### src/rtl/mem_port_arbiter_pkg.sv
// Shared definitions for the memory port arbiter: FSM encoding, stall
// vector bit positions, access length codes and pipeline control levels.
package mem_port_arbiter_pkg;

    // Arbiter FSM states
    typedef enum logic [1:0] {
        IDLE     = 2'd0,
        IF_BUSY  = 2'd1,
        MEM_BUSY = 2'd2,
        IF_DROP  = 2'd3
    } arb_state_t;

    // Stall vector bit positions, one per pipeline register
    localparam int STALL_PC  = 0;
    localparam int STALL_IF  = 1;
    localparam int STALL_ID  = 2;
    localparam int STALL_EX  = 3;
    localparam int STALL_MEM = 4;
    localparam int STALL_WB  = 5;

    // Access length codes (bytes)
    localparam logic [2:0] LEN_B = 3'd1;
    localparam logic [2:0] LEN_H = 3'd2;
    localparam logic [2:0] LEN_W = 3'd4;

    // Active levels of the shared pipeline control signals
    localparam logic STALL  = 1'b1;
    localparam logic JUMP   = 1'b1;
    localparam logic ENABLE = 1'b1;

endpackage

### src/rtl/mem_port_arbiter_stall_merge.sv
// Priority merge of the pending-request conditions into the pipeline stall
// vector. A pending load/store freezes everything up to MEM, a load-use
// hazard freezes up to ID (inserting a bubble into EX), and a pending fetch
// freezes PC and IF only. WB is never stalled.
module mem_port_arbiter_stall_merge
    import mem_port_arbiter_pkg::*;
#(
    parameter int STALL_W = 6
) (
    input  logic               mem_req,
    input  logic               mem_done,
    input  logic               id_stall_req,
    input  logic               if_req,
    input  logic               if_done,
    output logic [STALL_W-1:0] stall
);

    // Highest-priority waiting condition selects how deep the stall reaches
    always_comb begin
        stall = '0;
        if (mem_req && !mem_done) begin
            stall[STALL_MEM:STALL_PC] = {5{STALL}};
        end else if (id_stall_req) begin
            stall[STALL_ID:STALL_PC] = {3{STALL}};
        end else if (if_req && !if_done) begin
            stall[STALL_IF:STALL_PC] = {2{STALL}};
        end else begin
            stall = '0;
        end
        stall[STALL_WB] = 1'b0;
    end

endmodule

### src/rtl/mem_port_arbiter.sv
// Shares one single-port memory controller between instruction fetch and
// load/store. Load/store wins ties unless fetch has been passed over
// STARVE_MAX times in a row. A jump while a fetch is outstanding turns that
// fetch into a drop so its stale data never reaches ID.
module mem_port_arbiter
    import mem_port_arbiter_pkg::*;
#(
    parameter int ADDR_W     = 32,
    parameter int DATA_W     = 32,
    parameter int STALL_W    = 6,
    parameter int STARVE_MAX = 4
) (
    input  logic               clk_in,
    input  logic               rst_in,
    input  logic               rdy_in,
    input  logic               pcJump_in,
    input  logic               id_stallReq_in,
    input  logic               if_req_in,
    input  logic [ADDR_W-1:0]  if_addr_in,
    output logic               if_done_out,
    output logic [DATA_W-1:0]  if_inst_out,
    input  logic               mem_req_in,
    input  logic               mem_we_in,
    input  logic [2:0]         mem_len_in,
    input  logic [ADDR_W-1:0]  mem_addr_in,
    input  logic [DATA_W-1:0]  mem_wdata_in,
    output logic               mem_done_out,
    output logic [DATA_W-1:0]  mem_rdata_out,
    output logic               mc_valid_out,
    output logic               mc_we_out,
    output logic [2:0]         mc_len_out,
    output logic [ADDR_W-1:0]  mc_addr_out,
    output logic [DATA_W-1:0]  mc_wdata_out,
    input  logic               mc_done_in,
    input  logic [DATA_W-1:0]  mc_rdata_in,
    output logic [STALL_W-1:0] stall_out
);

    localparam logic [3:0] STARVE_LIM = 4'(STARVE_MAX);

    arb_state_t        state_r, state_s;
    logic [3:0]        starve_r, starve_s;
    logic              mc_valid_r, mc_valid_s;
    logic              mc_we_r, mc_we_s;
    logic [2:0]        mc_len_r, mc_len_s;
    logic [ADDR_W-1:0] mc_addr_r, mc_addr_s;
    logic [DATA_W-1:0] mc_wdata_r, mc_wdata_s;
    logic              if_done_r, if_done_s;
    logic [DATA_W-1:0] if_inst_r, if_inst_s;
    logic              mem_done_r, mem_done_s;
    logic [DATA_W-1:0] mem_rdata_r, mem_rdata_s;

    // State, starve counter and all outputs are registered together
    always_ff @(posedge clk_in or posedge rst_in) begin
        if (rst_in) begin
            state_r     <= IDLE;
            starve_r    <= 4'd0;
            mc_valid_r  <= 1'b0;
            mc_we_r     <= 1'b0;
            mc_len_r    <= 3'd0;
            mc_addr_r   <= '0;
            mc_wdata_r  <= '0;
            if_done_r   <= 1'b0;
            if_inst_r   <= '0;
            mem_done_r  <= 1'b0;
            mem_rdata_r <= '0;
        end else begin
            state_r     <= state_s;
            starve_r    <= starve_s;
            mc_valid_r  <= mc_valid_s;
            mc_we_r     <= mc_we_s;
            mc_len_r    <= mc_len_s;
            mc_addr_r   <= mc_addr_s;
            mc_wdata_r  <= mc_wdata_s;
            if_done_r   <= if_done_s;
            if_inst_r   <= if_inst_s;
            mem_done_r  <= mem_done_s;
            mem_rdata_r <= mem_rdata_s;
        end
    end

    // Next-state and next-output decode; pulses default low, data holds
    always_comb begin
        state_s     = state_r;
        starve_s    = starve_r;
        mc_valid_s  = 1'b0;
        mc_we_s     = mc_we_r;
        mc_len_s    = mc_len_r;
        mc_addr_s   = mc_addr_r;
        mc_wdata_s  = mc_wdata_r;
        if_done_s   = 1'b0;
        if_inst_s   = if_inst_r;
        mem_done_s  = 1'b0;
        mem_rdata_s = mem_rdata_r;
        if (rdy_in != ENABLE) begin
            // frozen: everything, pulses included, keeps its value
            mc_valid_s = mc_valid_r;
            if_done_s  = if_done_r;
            mem_done_s = mem_done_r;
        end else begin
            case (state_r)
                IDLE: begin
                    if (mem_req_in && !(if_req_in && (starve_r == STARVE_LIM))) begin
                        state_s    = MEM_BUSY;
                        mc_valid_s = 1'b1;
                        mc_we_s    = mem_we_in;
                        mc_len_s   = mem_len_in;
                        mc_addr_s  = mem_addr_in;
                        mc_wdata_s = mem_wdata_in;
                        if (if_req_in) begin
                            starve_s = (starve_r == STARVE_LIM) ? starve_r : starve_r + 4'd1;
                        end else begin
                            starve_s = 4'd0;
                        end
                    end else if (if_req_in && (pcJump_in != JUMP)) begin
                        state_s    = IF_BUSY;
                        mc_valid_s = 1'b1;
                        mc_we_s    = 1'b0;
                        mc_len_s   = LEN_W;
                        mc_addr_s  = if_addr_in;
                        starve_s   = 4'd0;
                    end else begin
                        state_s = IDLE;
                    end
                end
                MEM_BUSY: begin
                    if (mc_done_in) begin
                        mem_done_s = 1'b1;
                        state_s    = IDLE;
                        if (!mc_we_r) begin
                            mem_rdata_s = mc_rdata_in;
                        end else begin
                            mem_rdata_s = mem_rdata_r;
                        end
                    end else begin
                        state_s = MEM_BUSY;
                    end
                end
                IF_BUSY: begin
                    case ({pcJump_in, mc_done_in})
                        2'b10: state_s = IF_DROP;
                        2'b01: begin
                            if_done_s = 1'b1;
                            if_inst_s = mc_rdata_in;
                            state_s   = IDLE;
                        end
                        2'b11: state_s = IDLE;
                        default: state_s = IF_BUSY;
                    endcase
                end
                IF_DROP: begin
                    if (mc_done_in) begin
                        state_s = IDLE;
                    end else begin
                        state_s = IF_DROP;
                    end
                end
                default: state_s = IDLE;
            endcase
        end
    end

    mem_port_arbiter_stall_merge #(
        .STALL_W (STALL_W)
    ) u_stall_merge (
        .mem_req      (mem_req_in),
        .mem_done     (mem_done_r),
        .id_stall_req (id_stallReq_in),
        .if_req       (if_req_in),
        .if_done      (if_done_r),
        .stall        (stall_out)
    );

    assign mc_valid_out  = mc_valid_r;
    assign mc_we_out     = mc_we_r;
    assign mc_len_out    = mc_len_r;
    assign mc_addr_out   = mc_addr_r;
    assign mc_wdata_out  = mc_wdata_r;
    assign if_done_out   = if_done_r;
    assign if_inst_out   = if_inst_r;
    assign mem_done_out  = mem_done_r;
    assign mem_rdata_out = mem_rdata_r;

endmodule

### config.mk
export PLATFORM = sky130hd
export DESIGN_NAME = mem_port_arbiter
export DESIGN_NICKNAME = d
export VERILOG_FILES = /design/src/rtl/mem_port_arbiter_pkg.sv /design/src/rtl/mem_port_arbiter_stall_merge.sv /design/src/rtl/mem_port_arbiter.sv
export SDC_FILE = /design/constraint.sdc
export NUM_CORES = 1
export LEC_CHECK = 0
export ABC_CLOCK_PERIOD_IN_PS = 13700
export CAP_MARGIN = 20
export CORE_UTILIZATION = 45
export CTS_CLUSTER_DIAMETER = 60
export DETAILED_ROUTE_END_ITERATION = 8
export PLACE_DENSITY = 0.95
export SLEW_MARGIN = 40
export SYNTH_ARGS = -nofsm -noshare
export SYNTH_HDL_FRONTEND = slang
export SYNTH_SLANG_ARGS = --single-unit
### constraint.sdc
create_clock -name clk_in -period 13.7 [get_ports clk_in]
set_input_delay 4.11 -clock clk_in [delete_from_list [all_inputs] [get_ports clk_in]]
set_output_delay 4.11 -clock clk_in [all_outputs]
set_load 0.01 [all_outputs]
==> out/summary.txt, run 1 <==
Initial Utilization = 46.3%
CP arrival = 6.00 ns
met2 WL = 9450 um
CP required = 9.59 ns
H-Tree Depth = 4
clock latency on the worst-skew pair = 0.42 ns
sequential share of power = 35.4%
fillers = 885
Pre-antenna DRT Iters = 4
period utilization = 73.8%
Max Clk Rate = 0.0989 GHz
Final GP Congestion = 0.829
Die H = 119 um
Synth cell types = 38
DRC = 0
Vias = 5241
Hold Vio Cnt, Final = 0
Tmin final = 10.11 ns
non-filler instance count after layout = 921
DR WL/cell = 20.1 um
flops & latches, synth = 141
Logic pwr share = 41.3%
CP Class = in2out
synth top area cells = dfrtp_1, mux2_2, a2111oi_0
number of synthesized flops with an enable pin = 0
CP dominant cell by count = clkdlybuf4s50_1
row count = 42
final core occ = 72.4%
Die Wd = 119 um
status = complete, no violations
VDD IR max = 0.000126 V
placed cell count = 889
layout cell share with drive strength beyond 1 = 19.1%
final setup fails = 0
synth cell count leaders = dfrtp_1, mux2_2, inv_1, nor4_1
Total Routed Length = 18500 um
number of port buffers = 279
Area Growth Syn to Fin = 56.6%
CTS clk-pin slew, worst paths = 0.06 ns
ys async rst share = 100%
initial drt markers = 319
maxcap violations = 0
CP top delay family = buffers and inverters
core area = 13200 um^2
sequential share of the synthesized area = 57.6%
Die ar. = 14100 um^2
post-synth top area cell = dfrtp_1
Final nets = 874
min-delay worst type = reg2reg
DR WL met3 = 1360 um
critical path launch point type = input pin
remaining antenna violation count = 0
GR Util All Layers = 26.9%
Switching Fraction = 31.1%
CTS max path bufs = 2
HPWL Detailed = 12600 um
met1 wire length = 7050 um
antenna cells = 0
Post-Synthesis Cell Area = 6130 um^2
top sig layer = met4
max incr delay on CP = 0.54 ns
Reg2Reg Setup Slack = 11.24 ns
post-CTS setup buffers = 0
PD cells = 214 nW/um^2
Overflow after GRT = 0
num ports = 281
Syn Area/Cell = 13.0 um^2
CTS Buf Count = 17
P_int = 1.41 mW
count leader, synth = dfrtp_1
vias in the first global route = 5570
worst slew pin tran = 0.742 ns
Buf/Inv on CP = 3
Yosys warning count = 0
Clk pwr share = 23.3%
RSZ-0062 raised after global routing = false
CP cell instances = clkdlybuf4s50_1 > buf_4 > nor2b_1 > or2_2 > a21o_1 > clkdlybuf4s50_1
CTS tree = yes
Fin Setup TNS = 0 ns
Max FO, Critical Path = 37
Slowest-stage cell, CP = clkdlybuf4s50_1
cts repair resizes = 0
Slew HR = 50.4%
Slew Limit Fails = 0
CTS root buf = clkbuf_16
dominant synthesized flop cell = dfrtp_1
first-pass GRT wire length = 29100 um
Syn Inst Count = 472
post-synth top area share = 57.6%
Synth Net Count = 614
CP Capture Type = output pin
Pleak = 3.99 nW
CTS sink count = 141
antenna violations before repair = 0
# hold bufs at CTS = 0
worst-case clock skew = 0.00840 ns
largest net degree at the start of global routing = 92
Sw Pwr = 639 uW
vias per cell = 5.69
placed cells by master, fill, tap and decap left out, types with 2 or more instances in the layout:
master / count
inv_1: 37
clkbuf_16: 17
a311oi_1: 32
buf_4: 8
nor4_1: 33
nand2_1: 4
a2111oi_0: 32
ha_1: 2
mux2_1: 4
dfrtp_1: 141
bufinv_16: 3
clkinvlp_4: 2
a32o_1: 2
inv_6: 4
clkdlybuf4s50_1: 279
clkbuf_8: 3
or2_2: 2
o31ai_1: 2
nand3_1: 6
clkinv_4: 2
mux2_2: 93
nand2b_1: 5
nand4b_1: 2
clkinv_2: 3
nand4_1: 2
o21ai_0: 8
metrics by stage:
stage                     power (mW)  worst slack (ns)  instance area, um^2  hold slack (ns)
after floorplan                 1.06              4.46                 6130            0.525
after global routing            2.15              3.48                 9590            0.521
after global placement          1.53              3.61                 8970            0.470
final                           2.05              3.59                 9590            0.492
after detailed placement        1.58              3.61                 8970            0.479
after CTS                       2.07              3.60                 9590            0.494
metal layers:
metal / GRT usage [%] / vias up
li1: - / 2310
met1: 31.0 / 2584
met2: 45.8 / 298
met3: 7.14 / 49
met4: 13.8 / 0
met5: 0 / -
power by group through the flow:
stage / clock (mW) / combinational (mW) / sequential (mW)
finish: 0.477 / 0.848 / 0.727
global placement: 0 / 0.819 / 0.711
detailed placement: 0 / 0.846 / 0.730
floorplan: 0 / 0.262 / 0.802
CTS: 0.484 / 0.854 / 0.728
global route: 0.500 / 0.898 / 0.748
final timing paths:
kind                                 start                to  cells after the start
min                        mc_wdata_out[3]   mc_wdata_out[3]                      1
min reg2reg                mc_wdata_out[3]   mc_wdata_out[3]                      1
max in group asynchronous           rst_in   mc_addr_out[17]                      3
max                             mem_req_in      stall_out[1]                      6
max reg2reg                     state_r[0]   mc_addr_out[18]                      4
min in group asynchronous           rst_in  mc_wdata_out[28]                      2
logic make-up after synthesis:
family / synth area share [%]
flops: 57.6
mux: 17.8
buf+inv: 6.45
compound gates: 10.8
simple gates: 6.80
fa+ha+maj: 0.408
other cells: 0.0612
area by class of cell:
| class | count | area [um^2] | share of cell area, % |
|---|---|---|---|
| clock buffer | 20 | 457 | 4.76 |
| clock inverter | 12 | 159 | 1.66 |
| inverter | 39 | 153 | 1.59 |
| multi-input combinational | 245 | 2210 | 23.0 |
| sequential | 141 | 3530 | 36.8 |
| tap | 176 | 220 | 2.30 |
| timing repair buffer | 288 | 2870 | 29.9 |
registers in the layout, indices dropped and copies added (netlist names):
name and flops:
if_done_out 1, if_inst_out 32, mc_addr_out 32, mc_len_out 3, mc_valid_out 1, mc_wdata_out 32, mc_we_out 1, mem_done_out 1
mem_rdata_out 32, starve_r 4, state_r 2
Note: power is estimated with default switching activity, not from simulation.
==> run 2, diff against run 1 <==
- ABC_CLOCK_PERIOD_IN_PS: 13700 -> 8800
- CORE_UTILIZATION: 45 -> 38
- PLACE_DENSITY: 0.95 -> 0.87
- clock period: 13.7 -> 8.8 ns (I/O delays scaled with it)
==> run 2 against run 1 <==
Effect of this change:
- core utilization shrank 11 points
- wire length shrank 6.2%
- sequential power grew 53%
- worst hold slack lost 0.0041 ns
- clock power grew 66%
- via count shrank 3.8%
- largest power group unchanged
- non-clock buffer count grew 2
- clock skew grew 0.0013 ns
==> out/summary.txt, run 2 (synthesis gave the netlist of run 1 again) <==
Slew Limit Fails = 0
num ports = 281
Max FO, Critical Path = 37
layout cell share with drive strength beyond 1 = 19.1%
RSZ-0062 raised after global routing = false
largest net degree at the start of global routing = 81
Initial Utilization = 38.7%
status = complete, no violations
Fin Setup TNS = 0 ns
Sw Pwr = 983 uW
Slew HR = 56.8%
number of port buffers = 279
vias in the first global route = 5158
VDD IR max = 0.000171 V
CP Capture Type = output pin
Clk pwr share = 24.7%
vias per cell = 5.24
CTS Buf Count = 17
worst slew pin tran = 0.645 ns
antenna cells = 0
remaining antenna violation count = 0
CTS clk-pin slew, worst paths = 0.06 ns
# hold bufs at CTS = 0
DR WL/cell = 18.0 um
CP arrival = 4.60 ns
final setup fails = 0
Total Routed Length = 17400 um
Pre-antenna DRT Iters = 5
CTS max path bufs = 2
Tmin final = 7.24 ns
final instance area = 9690 um^2
CTS sink count = 141
Vias = 5044
min-delay worst type = reg2reg
Final nets = 876
sequential share of power = 34.7%
most frequent cells in the layout = clkdlybuf4s50_1, dfrtp_1, mux2_2
Logic pwr share = 40.6%
H-Tree Depth = 4
DRC = 0
Switching Fraction = 30.7%
initial drt markers = 223
CP required = 6.16 ns
CTS tree = yes
Max Clk Rate = 0.138 GHz
GR Util All Layers = 21.2%
clock latency on the worst-skew pair = 0.41 ns
P_int = 2.22 mW
Pleak = 4.01 nW
Die H = 129 um
antenna violations before repair = 0
HPWL Detailed = 11700 um
Die Wd = 129 um
core area = 15800 um^2
post-CTS setup buffers = 0
CTS root buf = clkbuf_16
fillers = 1254
row count = 46
period utilization = 82.3%
Final GP Congestion = 0.800
commonest non-fill, non-tap cell in the layout = clkdlybuf4s50_1
area post-placement = 9030 um^2
Die ar. = 16600 um^2
Overflow after GRT = 0
critical path launch point type = input pin
PD cells = 331 nW/um^2
maxcap violations = 0
CP Class = in2out
first-pass GRT wire length = 27100 um
Area Growth Syn to Fin = 58.2%
cts repair resizes = 0
Hold Vio Cnt, Final = 0
worst-case clock skew = 0.00972 ns
run 2: cell types whose count changed in the layout (fill, tap and decap cells not counted), sizes merged:
cell,before,now
clkinv,5,2
clkbuf,21,17
bufinv,3,4
inv,41,46
buf,8,11
run 2: cell type report:
class                      count  area (um^2)  share of cell area, %
clock buffer                  17          425                   4.39
inverter                      39          155                   1.60
sequential                   141         3530                   36.4
multi-input combinational    245         2210                   22.8
tap                          216          270                   2.79
clock inverter                15          224                   2.31
timing repair buffer         290         2880                   29.7
run 2: path summary, 6_finish.rpt:
path	endpoint	start	slack, ns	depth (start not counted)
setup / recovery	stall_out[1]	mem_req_in	1.56	6
min in group asynchronous	mc_wdata_out[30]	rst_in	2.70	2
setup reg to reg	mc_wdata_out[2]	state_r[0]	6.14	5
hold / removal	mem_rdata_out[21]	mem_rdata_out[21]	0.49	1
hold reg to reg	mem_rdata_out[21]	mem_rdata_out[21]	0.49	1
max in group asynchronous	if_inst_out[27]	rst_in	5.12	3
run 2: power by group through the flow:
stage | combinational (mW) | clock (mW) | sequential (mW)
2_1_floorplan | 0.408 | 0 | 1.25
4_1_cts | 1.32 | 0.810 | 1.12
5_1_grt | 1.39 | 0.836 | 1.16
3_5_place_dp | 1.31 | 0 | 1.12
3_3_place_gp | 1.28 | 0 | 1.11
6_report | 1.30 | 0.792 | 1.11
run 2: critical path: stages:
cell and delay, ns:
clkdlybuf4s50_1 0.46, buf_4 0.34, nor2b_1 0.31, or2_2 0.17, a21o_1 0.10, clkdlybuf4s50_1 0.55
run 2: stage by stage:
stage	total power, mW	setup slack [ns]	utilization, %	cells	hold WS [ns]
2_1_floorplan	1.66	2.38	-	472	0.525
3_3_place_gp	2.39	1.61	57.1	931	0.468
3_5_place_dp	2.43	1.57	57.1	931	0.474
4_1_cts	3.24	1.56	61.2	963	0.492
5_1_grt	3.38	1.50	61.2	963	0.497
6_report	3.21	1.56	61.2	963	0.488
run 2: routing by layer:
metal	global-route usage [%]	wire, um	share of wire (%)	vias to the layer above
li1	-	-	-	2310
met1	26.2	6890	40	2491
met2	35.2	8830	51	211
met3	6.65	1210	7.0	32
met4	7.47	412	2.4	0
met5	0	0	0	-
